<file path="src/rtl/booth_pkg.sv">
// Shared types for the Booth multiplier sequencer: default widths, FIFO entry and FSM states.
// BOOTH_SEQ_TAG_EN adds a tag field to the FIFO entry.
package booth_pkg;

  localparam int unsigned BoothWidth = 4;
  localparam int unsigned BoothTagW  = 4;

  typedef struct packed {
`ifdef BOOTH_SEQ_TAG_EN
    logic [BoothTagW-1:0]  tag;
`endif
    logic [BoothWidth-1:0] m;
    logic [BoothWidth-1:0] q;
  } booth_entry_t;

  typedef enum logic [1:0] {
    StIdle,
    StLoad,
    StWait
  } booth_state_e;

endpackage

</file>
<file path="src/rtl/booth_seq_fifo.sv">
// Synchronous FIFO for booth_seq operand pairs; Depth must be a power of two (>= 2).
module booth_seq_fifo #(
  parameter int unsigned Depth   = 2,
  parameter type         entry_t = logic
) (
  input  logic                   clk,
  input  logic                   reset,
  input  logic                   push_i,
  input  entry_t                 wdata_i,
  input  logic                   pop_i,
  output entry_t                 rdata_o,
  output logic                   full_o,
  output logic                   empty_o,
  output logic [$clog2(Depth):0] count_o
);

  localparam int unsigned PtrW = $clog2(Depth);

  entry_t          mem_q [Depth];
  logic [PtrW-1:0] wptr_q, wptr_d;
  logic [PtrW-1:0] rptr_q, rptr_d;
  logic [PtrW:0]   count_q, count_d;

  // Pointers wrap naturally because Depth is a power of two.
  always_comb begin
    wptr_d  = wptr_q;
    rptr_d  = rptr_q;
    count_d = count_q;
    if (push_i) wptr_d = wptr_q + 1'b1;
    if (pop_i)  rptr_d = rptr_q + 1'b1;
    unique case ({push_i, pop_i})
      2'b10:   count_d = count_q + 1'b1;
      2'b01:   count_d = count_q - 1'b1;
      default: count_d = count_q;
    endcase
  end

  always_ff @(posedge clk or posedge reset) begin
    if (reset) begin
      wptr_q  <= '0;
      rptr_q  <= '0;
      count_q <= '0;
    end else begin
      wptr_q  <= wptr_d;
      rptr_q  <= rptr_d;
      count_q <= count_d;
    end
  end

  always_ff @(posedge clk or posedge reset) begin
    if (reset) begin
      for (int i = 0; i < Depth; i++) mem_q[i] <= '0;
    end else if (push_i) begin
      mem_q[wptr_q] <= wdata_i;
    end
  end

  assign rdata_o = mem_q[rptr_q];
  assign full_o  = (count_q == (PtrW + 1)'(Depth));
  assign empty_o = (count_q == '0);
  assign count_o = count_q;

endmodule

</file>
<file path="src/rtl/booth_seq.sv">
// Operand sequencer and result buffer around the fixed-latency Booth multiplier.
// Define BOOTH_SEQ_TAG_EN to carry a TAG_W-bit tag from in_tag to out_tag alongside each product.
module booth_seq
  import booth_pkg::*;
#(
  parameter int unsigned WIDTH      = BoothWidth,
  parameter int unsigned MULT_LAT   = 5,
  parameter int unsigned FIFO_DEPTH = 2
`ifdef BOOTH_SEQ_TAG_EN
  ,
  parameter int unsigned TAG_W      = BoothTagW
`endif
) (
  input  logic               clk,
  input  logic               reset,
  input  logic               in_valid,
  output logic               in_ready,
  input  logic [WIDTH-1:0]   in_m,
  input  logic [WIDTH-1:0]   in_q,
`ifdef BOOTH_SEQ_TAG_EN
  input  logic [TAG_W-1:0]   in_tag,
  output logic [TAG_W-1:0]   out_tag,
`endif
  output logic               mul_load,
  output logic [WIDTH-1:0]   mul_m,
  output logic [WIDTH-1:0]   mul_q,
  input  logic [2*WIDTH-1:0] mul_p,
  output logic               out_valid,
  input  logic               out_ready,
  output logic [2*WIDTH-1:0] out_p,
  output logic               busy
);

  localparam int unsigned CntW = $clog2(MULT_LAT + 1);

  typedef struct packed {
`ifdef BOOTH_SEQ_TAG_EN
    logic [TAG_W-1:0] tag;
`endif
    logic [WIDTH-1:0] m;
    logic [WIDTH-1:0] q;
  } entry_t;

  entry_t                      push_entry, head;
  logic                        push, pop, fifo_full, fifo_empty;
  logic [$clog2(FIFO_DEPTH):0] fifo_count;

  booth_state_e       state_q, state_d;
  logic [CntW-1:0]    cnt_q, cnt_d;
  logic [WIDTH-1:0]   mul_m_q, mul_m_d, mul_q_q, mul_q_d;
  logic               out_valid_q, out_valid_d;
  logic [2*WIDTH-1:0] out_p_q, out_p_d;
`ifdef BOOTH_SEQ_TAG_EN
  logic [TAG_W-1:0]   tag_q, tag_d, out_tag_q, out_tag_d;
`endif

  assign push = in_valid && !fifo_full;

  always_comb begin
    push_entry   = '0;
    push_entry.m = in_m;
    push_entry.q = in_q;
`ifdef BOOTH_SEQ_TAG_EN
    push_entry.tag = in_tag;
`endif
  end

  booth_seq_fifo #(
    .Depth   (FIFO_DEPTH),
    .entry_t (entry_t)
  ) u_fifo (
    .clk     (clk),
    .reset   (reset),
    .push_i  (push),
    .wdata_i (push_entry),
    .pop_i   (pop),
    .rdata_o (head),
    .full_o  (fifo_full),
    .empty_o (fifo_empty),
    .count_o (fifo_count)
  );

  always_comb begin
    state_d     = state_q;
    cnt_d       = cnt_q;
    mul_m_d     = mul_m_q;
    mul_q_d     = mul_q_q;
    out_p_d     = out_p_q;
    out_valid_d = out_valid_q;
    pop         = 1'b0;
    mul_load    = 1'b0;
`ifdef BOOTH_SEQ_TAG_EN
    tag_d       = tag_q;
    out_tag_d   = out_tag_q;
`endif
    if (out_valid_q && out_ready) out_valid_d = 1'b0;

    unique case (state_q)
      StIdle: begin
        if (!fifo_empty) begin
          mul_m_d = head.m;
          mul_q_d = head.q;
`ifdef BOOTH_SEQ_TAG_EN
          tag_d   = head.tag;
`endif
          pop     = 1'b1;
          state_d = StLoad;
        end
      end
      StLoad: begin
        mul_load = 1'b1;
        cnt_d    = CntW'(MULT_LAT - 1);
        state_d  = StWait;
      end
      StWait: begin
        if (cnt_q != '0) begin
          cnt_d = cnt_q - 1'b1;
        end else if (!out_valid_q) begin
          // A pending result blocks capture, so nothing is ever overwritten.
          out_p_d     = mul_p;
          out_valid_d = 1'b1;
`ifdef BOOTH_SEQ_TAG_EN
          out_tag_d   = tag_q;
`endif
          state_d     = StIdle;
        end
      end
      default: state_d = StIdle;
    endcase
  end

  always_ff @(posedge clk or posedge reset) begin
    if (reset) begin
      state_q     <= StIdle;
      cnt_q       <= '0;
      mul_m_q     <= '0;
      mul_q_q     <= '0;
      out_valid_q <= 1'b0;
      out_p_q     <= '0;
`ifdef BOOTH_SEQ_TAG_EN
      tag_q       <= '0;
      out_tag_q   <= '0;
`endif
    end else begin
      state_q     <= state_d;
      cnt_q       <= cnt_d;
      mul_m_q     <= mul_m_d;
      mul_q_q     <= mul_q_d;
      out_valid_q <= out_valid_d;
      out_p_q     <= out_p_d;
`ifdef BOOTH_SEQ_TAG_EN
      tag_q       <= tag_d;
      out_tag_q   <= out_tag_d;
`endif
    end
  end

  assign in_ready  = !fifo_full;
  assign mul_m     = mul_m_q;
  assign mul_q     = mul_q_q;
  assign out_valid = out_valid_q;
  assign out_p     = out_p_q;
  assign busy      = (state_q != StIdle) || (fifo_count != '0);
`ifdef BOOTH_SEQ_TAG_EN
  assign out_tag   = out_tag_q;
`endif

endmodule

</file>
<file path="config.mk">
export PLATFORM = sky130hd
export DESIGN_NAME = booth_seq
export DESIGN_NICKNAME = d
export VERILOG_FILES = /design/src/rtl/booth_pkg.sv /design/src/rtl/booth_seq_fifo.sv /design/src/rtl/booth_seq.sv
export SDC_FILE = /design/constraint.sdc
export NUM_CORES = 1
export LEC_CHECK = 0
export CAP_MARGIN = 20
export CELL_PAD_IN_SITES_DETAIL_PLACEMENT = 1
export CELL_PAD_IN_SITES_GLOBAL_PLACEMENT = 1
export CORE_MARGIN = 3
export CORE_UTILIZATION = 43
export CTS_CLUSTER_SIZE = 8
export DETAILED_ROUTE_END_ITERATION = 8
export PLACE_DENSITY = 0.86
export SYNTH_ARGS = -nofsm -noshare
export SYNTH_HDL_FRONTEND = slang
export SYNTH_SLANG_ARGS = --single-unit
</file>
<file path="constraint.sdc">
create_clock -name clk -period 3.1 [get_ports clk]
set_input_delay 0.62 -clock clk [delete_from_list [all_inputs] [get_ports clk]]
set_output_delay 0.62 -clock clk [all_outputs]
set_load 0.1 [all_outputs]
</file>
-- Word level (Yosys, flattened, before mapping)
Cells that the tools add are included.
W data, S select, Z words.
- equal/unequal tests: 9
- mux-type cells: 20
- order comparisons: 3
- reduce and logical (&&, ||, !) cells: 16
- bitwise operators: 5
- add/subtract/negate cells: 5
- operators by type and width (cell ; number):
    $mux W8 ; 4
    $bwmux W16 ; 1
    $demux W8 S1 ; 1
    $ne A2 B2 Y1 const B ; 4
    $reduce_bool A2 Y1 ; 4
    $mux W1 ; 7
    $eq A2 B2 Y1 const B ; 3
    $mux W2 ; 3
    $pmux W2 S3 ; 1
    $pmux W3 S2 ; 1
    $reduce_and A3 Y1 ; 2
    $eq A2 B1 Y1 const B ; 2
    $ge A2 B2 Y1 const B ; 2
    $logic_not A2 Y1 ; 2
    $not A1 Y2 ; 2
    $pmux W2 S2 ; 1
    $reduce_and A2 Y1 ; 2
    $logic_and A1 B1 Y1 ; 3
    $mux W3 ; 1
    $not A1 Y1 ; 3
    $reduce_bool A3 Y1 ; 1
    $sub A3 B1 Y3 const B ; 1
    $add A1 B1 Y1 const B ; 2
    $add A2 B1 Y2 const B ; 1
    other kinds (4) ; 4
- input bits: 20
- output and inout port bits: 20
- flip-flop bits (word level): 42
- word-level logic and storage cells: 71

-- Longest topological paths before layout
- word-level depth: 6
- gate-level depth with buffers: 6
- mapped depth without buffers: 6

-- Cells and area by module
A second synthesis with hierarchy kept.
- cell total of the unflattened synthesis: 129
- area total of the unflattened synthesis: 1843.0 µm²
- modules (own cells, without submodules) (module ; area an instance (µm²) ; cells an instance ; instances ; seq. area each (µm²)):
    booth_seq ; 972.2 ; 71 ; 1 ; 550.5
    booth_seq_fifo ; 870.8 ; 58 ; 1 ; 500.5

-- Least setup slack after synthesis
Ideal clock, no wire load.
- path type: register to output
- from: register state_q[1]
- to: output port mul_load
- buffers on the path: 1
- cell stages (with the launch flop): 3
- data required time: 2.480 ns
- path slack: 0.528 ns
- arrival: 1.952 ns
- cells stage by stage: dfrtp_1 -> clkbuf_1 -> nor2b_1
- word-level cells in the longest chain between the ends: 2
- ends and longest elaborated chain (what ; line ; source):
    start: declaration ; booth_seq.sv:48 ; booth_state_e state_q, state_d;
    start signal: assignment ; booth_seq.sv:134 ; state_q <= StIdle;
    start signal: assignment ; booth_seq.sv:145 ; state_q <= state_d;
    $eq A2 B1 Y1 ; booth_seq.sv:98 ; unique case (state_q)
    $mux W1 ; booth_seq.sv:98 ;
    end: declaration ; booth_seq.sv:24 ; output logic mul_load,
Every way passes these cells.

-- Worst setup path in the final report
- from: register state_q[0]
- to: output port mul_load
Same word-level chain as after synthesis.

==> impl_metrics.json <==
{
  "status": "finished clean",
  "yosysTopAreaCell": "dfrtp_1",
  "multiInputGateArea_um2": 758,
  "cts_tree": "yes",
  "fin_setup_tns_ps": 0,
  "grt_overflow": 0,
  "antenna_found_initial": 0,
  "syn-num-nets": 153,
  "num_rows": 23,
  "yosys_warnings": 0,
  "end_kind": "primary output",
  "numCtsBuffers": 5,
  "fin_nets": 195,
  "clock_sinks": 42,
  "start_util_pct": 45.3,
  "htreeDepth": 2,
  "hold_path_class": "reg2reg",
  "die_area_um2": 5130,
  "path_clk_slew_ps": 80,
  "place_congestion": 0.713,
  "grt_max_degree": 43,
  "die_h_um": 71.6,
  "setup_violations": 0,
  "ff_latch_area_um2": 1050,
  "rsz0062_at_grt": "false",
  "required_ps": 2480,
  "final_cell_area_um2": 2330,
  "post_cts_buffers": 0,
  "drc": 0,
  "insertedDiodeCount": 0,
  "cap_viol_max_count": 0,
  "io_pins": 40,
  "yosysSeqAreaShare_pct": 56.7,
  "clock.fmax_mhz": 497,
  "tightest_slew_ps": 561,
  "drt_iter0_drc": 88,
  "synth.top_cell.area_share_pct": 56.7,
  "grt_pass1_vias": 1310,
  "worstHoldStart": "u_fifo.wptr_q",
  "hold_viol": 0,
  "wl_um": 3780,
  "syn_area_per_cell_um2": 14.3,
  "cts-root-buf": "clkbuf_8",
  "die_w_um": 71.6,
  "netlist_instances": 130,
  "critPathLaunch": "state_q[0]",
  "post-route-period-util_pct": 64.9,
  "slew_violations": 0,
  "synth_area_um2": 1850,
  "ys_types": 29,
  "path_max_fanout": 11,
  "layout-drive-gt1-share_pct": 35.8,
  "reg2reg_from": "cnt_q[0]",
  "crit_type": "reg2out",
  "ctsLongestPathBuffers": 2,
  "area_growth_pct": 25.5,
  "cp.arrival_ps": 1390,
  "io_buffers": 39,
  "vias": 1136,
  "fill_cells": 420,
  "antenna_left": 0,
  "post_drt_wl_per_cell_um": 17.0,
  "drtPass1Iterations": 4,
  "period_needed_ps": 2010,
  "yosys-top-cells-area": "dfrtp_1, mux2_2, mux2_4",
  "grtUsageTotal_pct": 16.5,
  "cp-start-kind": "flip-flop",
  "grt_pass1_wl_um": 6590,
  "finClkSkew_ps": 6.51,
  "post_cts_resized": 0,
  "vias_per_cell": 5.09,
  "synth-seq-cells": 42,
  "relSlewSlack_pct": 62.5,
  "coreArea_um2": 4090,
  "r2r_slack_ps": 1170,
  "hpwl_um": 2710,
  "place_area_um2": 2230,
  "ctsHoldBuffers": 0,
  "clk_latency_ps": 290
}
==> layout make-up <==
class,instances,share of cell area [%]
Timing Repair Buffer,40,15.0
Inverter,4,0.646
Clock inverter,1,0.215
Multi-Input combinational cell,79,32.6
Clock buffer,7,3.71
Tap cell,50,2.69
Sequential cell,42,45.2
==> layout by cell type (no fill, tap or decap), drive strengths merged, types with 2 or more instances in the layout <==
| master | synthesis | routed |
|---|---|---|
| dfrtp | 42 | 42 |
| mux2 | 40 | 40 |
| buf | 3 | 21 |
| clkdlybuf4s50 | 0 | 19 |
| clkbuf | 2 | 7 |
| nor2b | 5 | 5 |
| inv | 4 | 4 |
| nor2 | 4 | 4 |
| o21ai | 4 | 4 |
| xnor2 | 3 | 3 |
| ha | 3 | 3 |
| nand2b | 3 | 3 |
| o22ai | 2 | 2 |
| a21oi | 2 | 2 |
| nand2 | 2 | 2 |
| xor2 | 2 | 2 |
| nor3 | 2 | 2 |
==> flip-flops by register name, indices dropped and copies added, names as in the netlist <==
register,flops
cnt_q,3
u_fifo.wptr_q,1
state_q,2
out_valid,1
u_fifo.rptr_q,1
mul_q,4
out_p,8
u_fifo.mem_q,16
u_fifo.count_o,2
mul_m,4
==> worst max-delay path: stages (launching register included) <==
cell and delay [ps]:
dfrtp_1 560, nor2b_1 220, buf_4 310
==> stage by stage <==
step                      setup WS (ps)  std cells  hold slack (ps)  util [%]
after detailed placement           1040        215              488      54.7
final                              1090        223              499      56.9
after global placement             1100        215              464      54.7
after CTS                          1060        223              505      56.9
after floorplan                     528        130              454         -
after global routing                979        223              528      56.9
==> path summary, 6_finish.rpt <==
kind,depth (start not counted),to
max,2,mul_load
max in group asynchronous,3,out_p[2]
min in group asynchronous,3,u_fifo.count_o[0]
min,1,u_fifo.wptr_q
min reg2reg,1,u_fifo.wptr_q
max reg2reg,5,out_p[1]
==> cell usage after synthesis <==
library cell  count
dfrtp_1          42
mux2_2           24
mux2_1            8
mux2_4            8
nor2b_1           5
inv_1             4
nor2_1            4
ha_1              3
o21ai_0           3
xnor2_1           3
a21oi_1           2
buf_2             2
clkbuf_1          2
nand2_1           2
nand2b_1          2
o22ai_1           2
xor2_1            2
a2bb2oi_1         1
and3b_1           1
buf_6             1
nand2b_4          1
nand3_1           1
nand3b_1          1
nor3_1            1
nor3_4            1
nor4bb_1          1
o21ai_1           1
or2_1             1
or3_1             1
==> routing by layer <==
layer	vias to the layer above	global-route usage, %	wire length [um]
met2	29	29.5	1970
li1	535	-	-
met5	-	0	0
met1	569	19.8	1590
met3	3	5.05	190
met4	0	3.13	32
==> cells by family after synthesis <==
logic type / after synthesis / share of synthesized area [%]
xor gates and xnor gates: 5 / 2.36
and+or+nand+nor: 22 / 7.83
muxes: 40 / 25.9
buffers and inverters: 9 / 2.36
AOI/OAI and AO/OA: 9 / 2.77
adders and majority gates: 3 / 2.03
DFF: 42 / 56.7
Power is not shown: default switching activity piles up to over one toggle a cycle in this logic, so the estimate is an artifact.
